## src/rtl/trig_scan_gen.sv

```systemverilog
// Scans a time-multiplexed channel frame, picks the lowest or highest sounding tuning word,
// and advances a phase accumulator by it once per frame; the accumulator MSB is the trigger.
module trig_scan_gen #(
    parameter int unsigned NUM_BITS     = 32,
    parameter int unsigned NUM_CHANNELS = 16,
    parameter int unsigned CH_BITS      = $clog2(NUM_CHANNELS)
) (
    input  logic                clk,
    input  logic                rst,
    input  logic                ch_valid_i,
    input  logic [CH_BITS-1:0]  ch_idx_i,
    input  logic                ch_active_i,
    input  logic [NUM_BITS-1:0] ch_tuning_i,
    input  logic                mode_i,
    output logic                trigger_o,
    output logic                trig_pulse_o,
    output logic [NUM_BITS-1:0] sel_word_o,
    output logic [CH_BITS-1:0]  sel_chan_o,
    output logic                frame_done_o,
    output logic                seq_err_o
);

    localparam logic [CH_BITS-1:0] LastIdx = CH_BITS'(NUM_CHANNELS - 1);

    typedef enum logic [0:0] {
        StScan,
        StUpdate
    } state_e;

    state_e                state_q;
    logic [CH_BITS-1:0]    exp_idx_q;
    logic                  mode_q;
    logic [NUM_BITS-1:0]   best_word_q;
    logic [CH_BITS-1:0]    best_chan_q;
    logic [NUM_BITS-1:0]   acc_q;
    logic [NUM_BITS-1:0]   sel_word_q;
    logic [CH_BITS-1:0]    sel_chan_q;
    logic                  msb_prev_q;
    logic                  trig_pulse_q;
    logic                  frame_done_q;
    logic                  seq_err_q;

    logic                  in_order;
    logic                  accept;
    logic                  seq_bad;
    logic                  last_ch;
    logic                  cur_mode;
    logic                  is_cand;
    logic                  better;
    logic                  take;
    logic [NUM_BITS-1:0]   acc_sum;

    always_comb begin
        in_order = (ch_idx_i == exp_idx_q);
        accept   = (state_q == StScan) && ch_valid_i && in_order;
        seq_bad  = (state_q == StScan) && ch_valid_i && !in_order;
        last_ch  = (exp_idx_q == LastIdx);
        // Channel 0 compares with the mode being captured in the same cycle.
        cur_mode = (exp_idx_q == '0) ? mode_i : mode_q;
        is_cand  = ch_active_i && (ch_tuning_i != '0);
        better   = cur_mode ? (ch_tuning_i > best_word_q) : (ch_tuning_i < best_word_q);
        // A zero best word doubles as "no candidate yet": candidates are never zero.
        take     = accept && is_cand && ((best_word_q == '0) || better);
        acc_sum  = acc_q + best_word_q;
    end

    always_ff @(posedge clk) begin
        if (rst) begin
            state_q      <= StScan;
            exp_idx_q    <= '0;
            mode_q       <= 1'b0;
            best_word_q  <= '0;
            best_chan_q  <= '0;
            acc_q        <= '0;
            sel_word_q   <= '0;
            sel_chan_q   <= '0;
            msb_prev_q   <= 1'b0;
            trig_pulse_q <= 1'b0;
            frame_done_q <= 1'b0;
            seq_err_q    <= 1'b0;
        end else begin
            msb_prev_q   <= acc_q[NUM_BITS-1];
            trig_pulse_q <= acc_q[NUM_BITS-1] & ~msb_prev_q;
            frame_done_q <= 1'b0;
            case (state_q)
                StScan: begin
                    if (seq_bad) begin
                        seq_err_q   <= 1'b1;
                        exp_idx_q   <= '0;
                        best_word_q <= '0;
                        best_chan_q <= '0;
                    end else if (accept) begin
                        if (exp_idx_q == '0) begin
                            mode_q <= mode_i;
                        end
                        if (take) begin
                            best_word_q <= ch_tuning_i;
                            best_chan_q <= ch_idx_i;
                        end
                        if (last_ch) begin
                            exp_idx_q    <= '0;
                            state_q      <= StUpdate;
                            frame_done_q <= 1'b1;
                        end else begin
                            exp_idx_q <= exp_idx_q + CH_BITS'(1);
                        end
                    end
                end
                StUpdate: begin
                    sel_word_q  <= best_word_q;
                    sel_chan_q  <= best_chan_q;
                    acc_q       <= (best_word_q != '0) ? acc_sum : '0;
                    best_word_q <= '0;
                    best_chan_q <= '0;
                    state_q     <= StScan;
                end
                default: state_q <= StScan;
            endcase
        end
    end

    assign trigger_o    = acc_q[NUM_BITS-1];
    assign trig_pulse_o = trig_pulse_q;
    assign sel_word_o   = sel_word_q;
    assign sel_chan_o   = sel_chan_q;
    assign frame_done_o = frame_done_q;
    assign seq_err_o    = seq_err_q;

endmodule

```

## config.mk

```make
export PLATFORM = sky130hd
export DESIGN_NAME = trig_scan_gen
export DESIGN_NICKNAME = d
export VERILOG_FILES = /design/src/rtl/trig_scan_gen.sv
export SDC_FILE = /design/constraint.sdc
export NUM_CORES = 1
export LEC_CHECK = 0
export CORE_MARGIN = 2
export CORE_UTILIZATION = 55
export CTS_CLUSTER_SIZE = 10
export DETAILED_ROUTE_END_ITERATION = 10
export PLACE_DENSITY = 0.79
export SYNTH_ARGS = -nofsm -noshare
export SYNTH_HDL_FRONTEND = slang
export SYNTH_SLANG_ARGS = --single-unit
export TNS_END_PERCENT = 1
```

## constraint.sdc

```tcl
create_clock -name clk -period 3.2 [get_ports clk]
set_input_delay 0.64 -clock clk [delete_from_list [all_inputs] [get_ports clk]]
set_output_delay 0.64 -clock clk [all_outputs]
set_load 0.005 [all_outputs]
```

==> results.ini <==
[drt]
wl_met1_um=7660
route.detailed.wl_per_inst_um=17.5
drc=0
routed_wl_um=18000
first_pass_iters=5
dr_wl_met3_um=1120
routed-wl-met2_um=8770
drtIter0Drc=418
viasPerCell=5.98
postRouteAntennaNets=0
vias=6152
highest_layer=met4

[cells_and_area]
fin_area_sq_um=8450
syn_to_final_growth_pct=25.1
drive_gt1_frac=0.0839
seq_area_sq_um=2260
postLayoutCoreUtil=0.703
layout_commonest_cell=dfxtp_1
n_antenna_cell=0
multi_input_area_sq_um=4240
fin_cells=1029
mostFrequentLayoutCells=112 x dfxtp_1, 79 x clkdlybuf4s50_1, 76 x nor2_1
fillers=939
nNetsFinal=977

[power]
vdd_drop_max_mv=0.261
p_int_mw=2.78
power.density_nw_per_um2=419
power.share.combinational=0.066
clock_power_share=0.533
pwr-share-seq=0.400
p_leak_nw=3.37
swShare=0.215
p_switching_uw=759

[grt]
grtUsageTotal=0.281
grt_overflow=0
grt_max_degree=56
first_global_vias=6068
grt_pass1_wl_um=29200
antenna_found_initial=0

[setup_path]
arrival_ps=3310
endpoint_kind=flop
cp.required_ps=3500
critPathKind=flop to flop
start_kind=flop
path_max_fanout=5

[clock_tree]
clk_pin_slew_worst_paths_ps=50
clk_latency_ps=420
cts_resized=0
numCtsBuffers=17
cts_setup_buffers=0
cts.sinks=113
cts_hold_buffers=0
htreeDepth=4
clk_path_buf_depth=2
cts_tree=yes
root_buffer=clkbuf_16

[synthesis]
synth_ff_type=dfxtp_1
synth_nets=880
synth-seq-cells=113
synth_warnings=0
synth_cells=773
ys_types=63
syn_area_sq_um=6750
synthArstFlopShare=0
synth_edf_count=0
seq_area_frac_synth=0.335
avgSynthCellArea_sq_um=8.73

[floorplan]
die-width_um=115
die_area_sq_um=13200
rows=40
start_util=0.562
ioPinCount=81
core_sq_um=12000
die_y_um=115

[placed_design]
dp.final_hpwl_um=12900
placed_cells=998
dpl_cell_area_sq_um=7870
gp_congestion=0.893
port_buffers=80

[timing]
hold_violations=0
slew_violations=0
rsz0062_at_grt=false
max_slew_margin=0.389
finClkSkew_ps=8.90
max_freq_mhz=332
finalCritPeriodShare=0.942
worstMarginPinSlew_ps=915
post-route-min-period_ps=3020
finalSetupViolCount=0

[min_path]
hp-class=flop to flop

[outcome]
status=complete, no violations

[job]
drv_cap=0

-- layer usage --
| metal | vias to the layer above | GRT usage |
|---|---|---|
| met2 | 215 | 0.480 |
| met3 | 37 | 0.0522 |
| met1 | 2914 | 0.350 |
| li1 | 2986 | - |
| met5 | - | 0 |
| met4 | 0 | 0.118 |
-- registers in the layout (all words and copies together), names as in the netlist, 4 cells and up --
signal       flops
exp_idx_q        4
best_word_q     32
sel_chan_o       4
acc_q           32
best_chan_q      4
sel_word_o      32
-- critical path: stages, from the launching register on --
cell and delay [ps]:
dfxtp_1 360, ha_1 270, fa_1 460, a211oi_2 290, o21ai_2 120, a21oi_4 190
o21bai_1 80, a21oi_1 280, o21ai_1 180, a21oi_1 210, nor4bb_1 70, or3_1 380
-- cells by family (layout without fill, tap and decap cells) --
| kind of cell | after synthesis | in the layout | share of synthesized area |
|---|---|---|---|
| adders and majority gates | 66 | 66 | 0.123 |
| buffers and inverters | 67 | 176 | 0.0404 |
| xor gates and xnor gates | 27 | 27 | 0.0350 |
| AOI/OAI and AO/OA | 169 | 169 | 0.172 |
| and+or+nand+nor | 275 | 275 | 0.211 |
| DFF | 113 | 113 | 0.335 |
| muxes | 56 | 56 | 0.0830 |
-- power by group through the flow --
| stage | logic [mW] | registers, mW | clock network (mW) |
|---|---|---|---|
| 6_report | 0.235 | 1.42 | 1.89 |
| 5_1_grt | 0.253 | 1.42 | 1.98 |
| 4_1_cts | 0.232 | 1.42 | 1.90 |
| 3_5_place_dp | 0.229 | 1.45 | 0 |
| 3_3_place_gp | 0.222 | 1.44 | 0 |
| 2_1_floorplan | 0.108 | 1.44 | 0 |
-- cell type report --
class                   count  share of cell area
inverters                  37              0.0164
multi-input cells         593               0.501
flip-flops and latches    113               0.268
well taps                 147              0.0218
repair buffers            108               0.124
clock inverters             6              0.0124
clock buffers              25              0.0563
-- cells in the mapped netlist, types with 17 or more instances --
master      n  area, sq um
a21oi_1    44          220
a21o_1     28          210
a22o_1     27          236
inv_1      37          139
dfxtp_1   113         2260
nand4b_1   17          149
nand2_1    75          282
clkbuf_1   21         78.8
ha_1       65          813
o21ai_1    27          135
nor2_1     77          289
nand3_1    18         90.1
mux2i_1    56          561
nor4_1     18          113
-- path summary, 6_finish.rpt --
check | slack (ps) | depth (start not counted) | end | startpoint
worst max register to register | 180 | 11 | acc_q[20] | best_word_q[0]
worst min-delay path | 390 | 1 | trig_pulse_o | msb_prev_q
worst min register to register | 390 | 1 | trig_pulse_o | msb_prev_q
worst max-delay path | 180 | 11 | acc_q[20] | best_word_q[0]
-- metrics by stage --
step | hold slack [ps] | TNS [ps] | setup slack, ps | power [mW]
floorplan | 367 | 0 | 541 | 1.55
global placement | 375 | -11.0 | -11.0 | 1.67
detailed placement | 383 | -934 | -100 | 1.67
CTS | 394 | 0 | 207 | 3.54
global route | 410 | 0 | 29.5 | 3.65
finish | 393 | 0 | 185 | 3.54
Note: power is estimated with default switching activity, not from simulation.
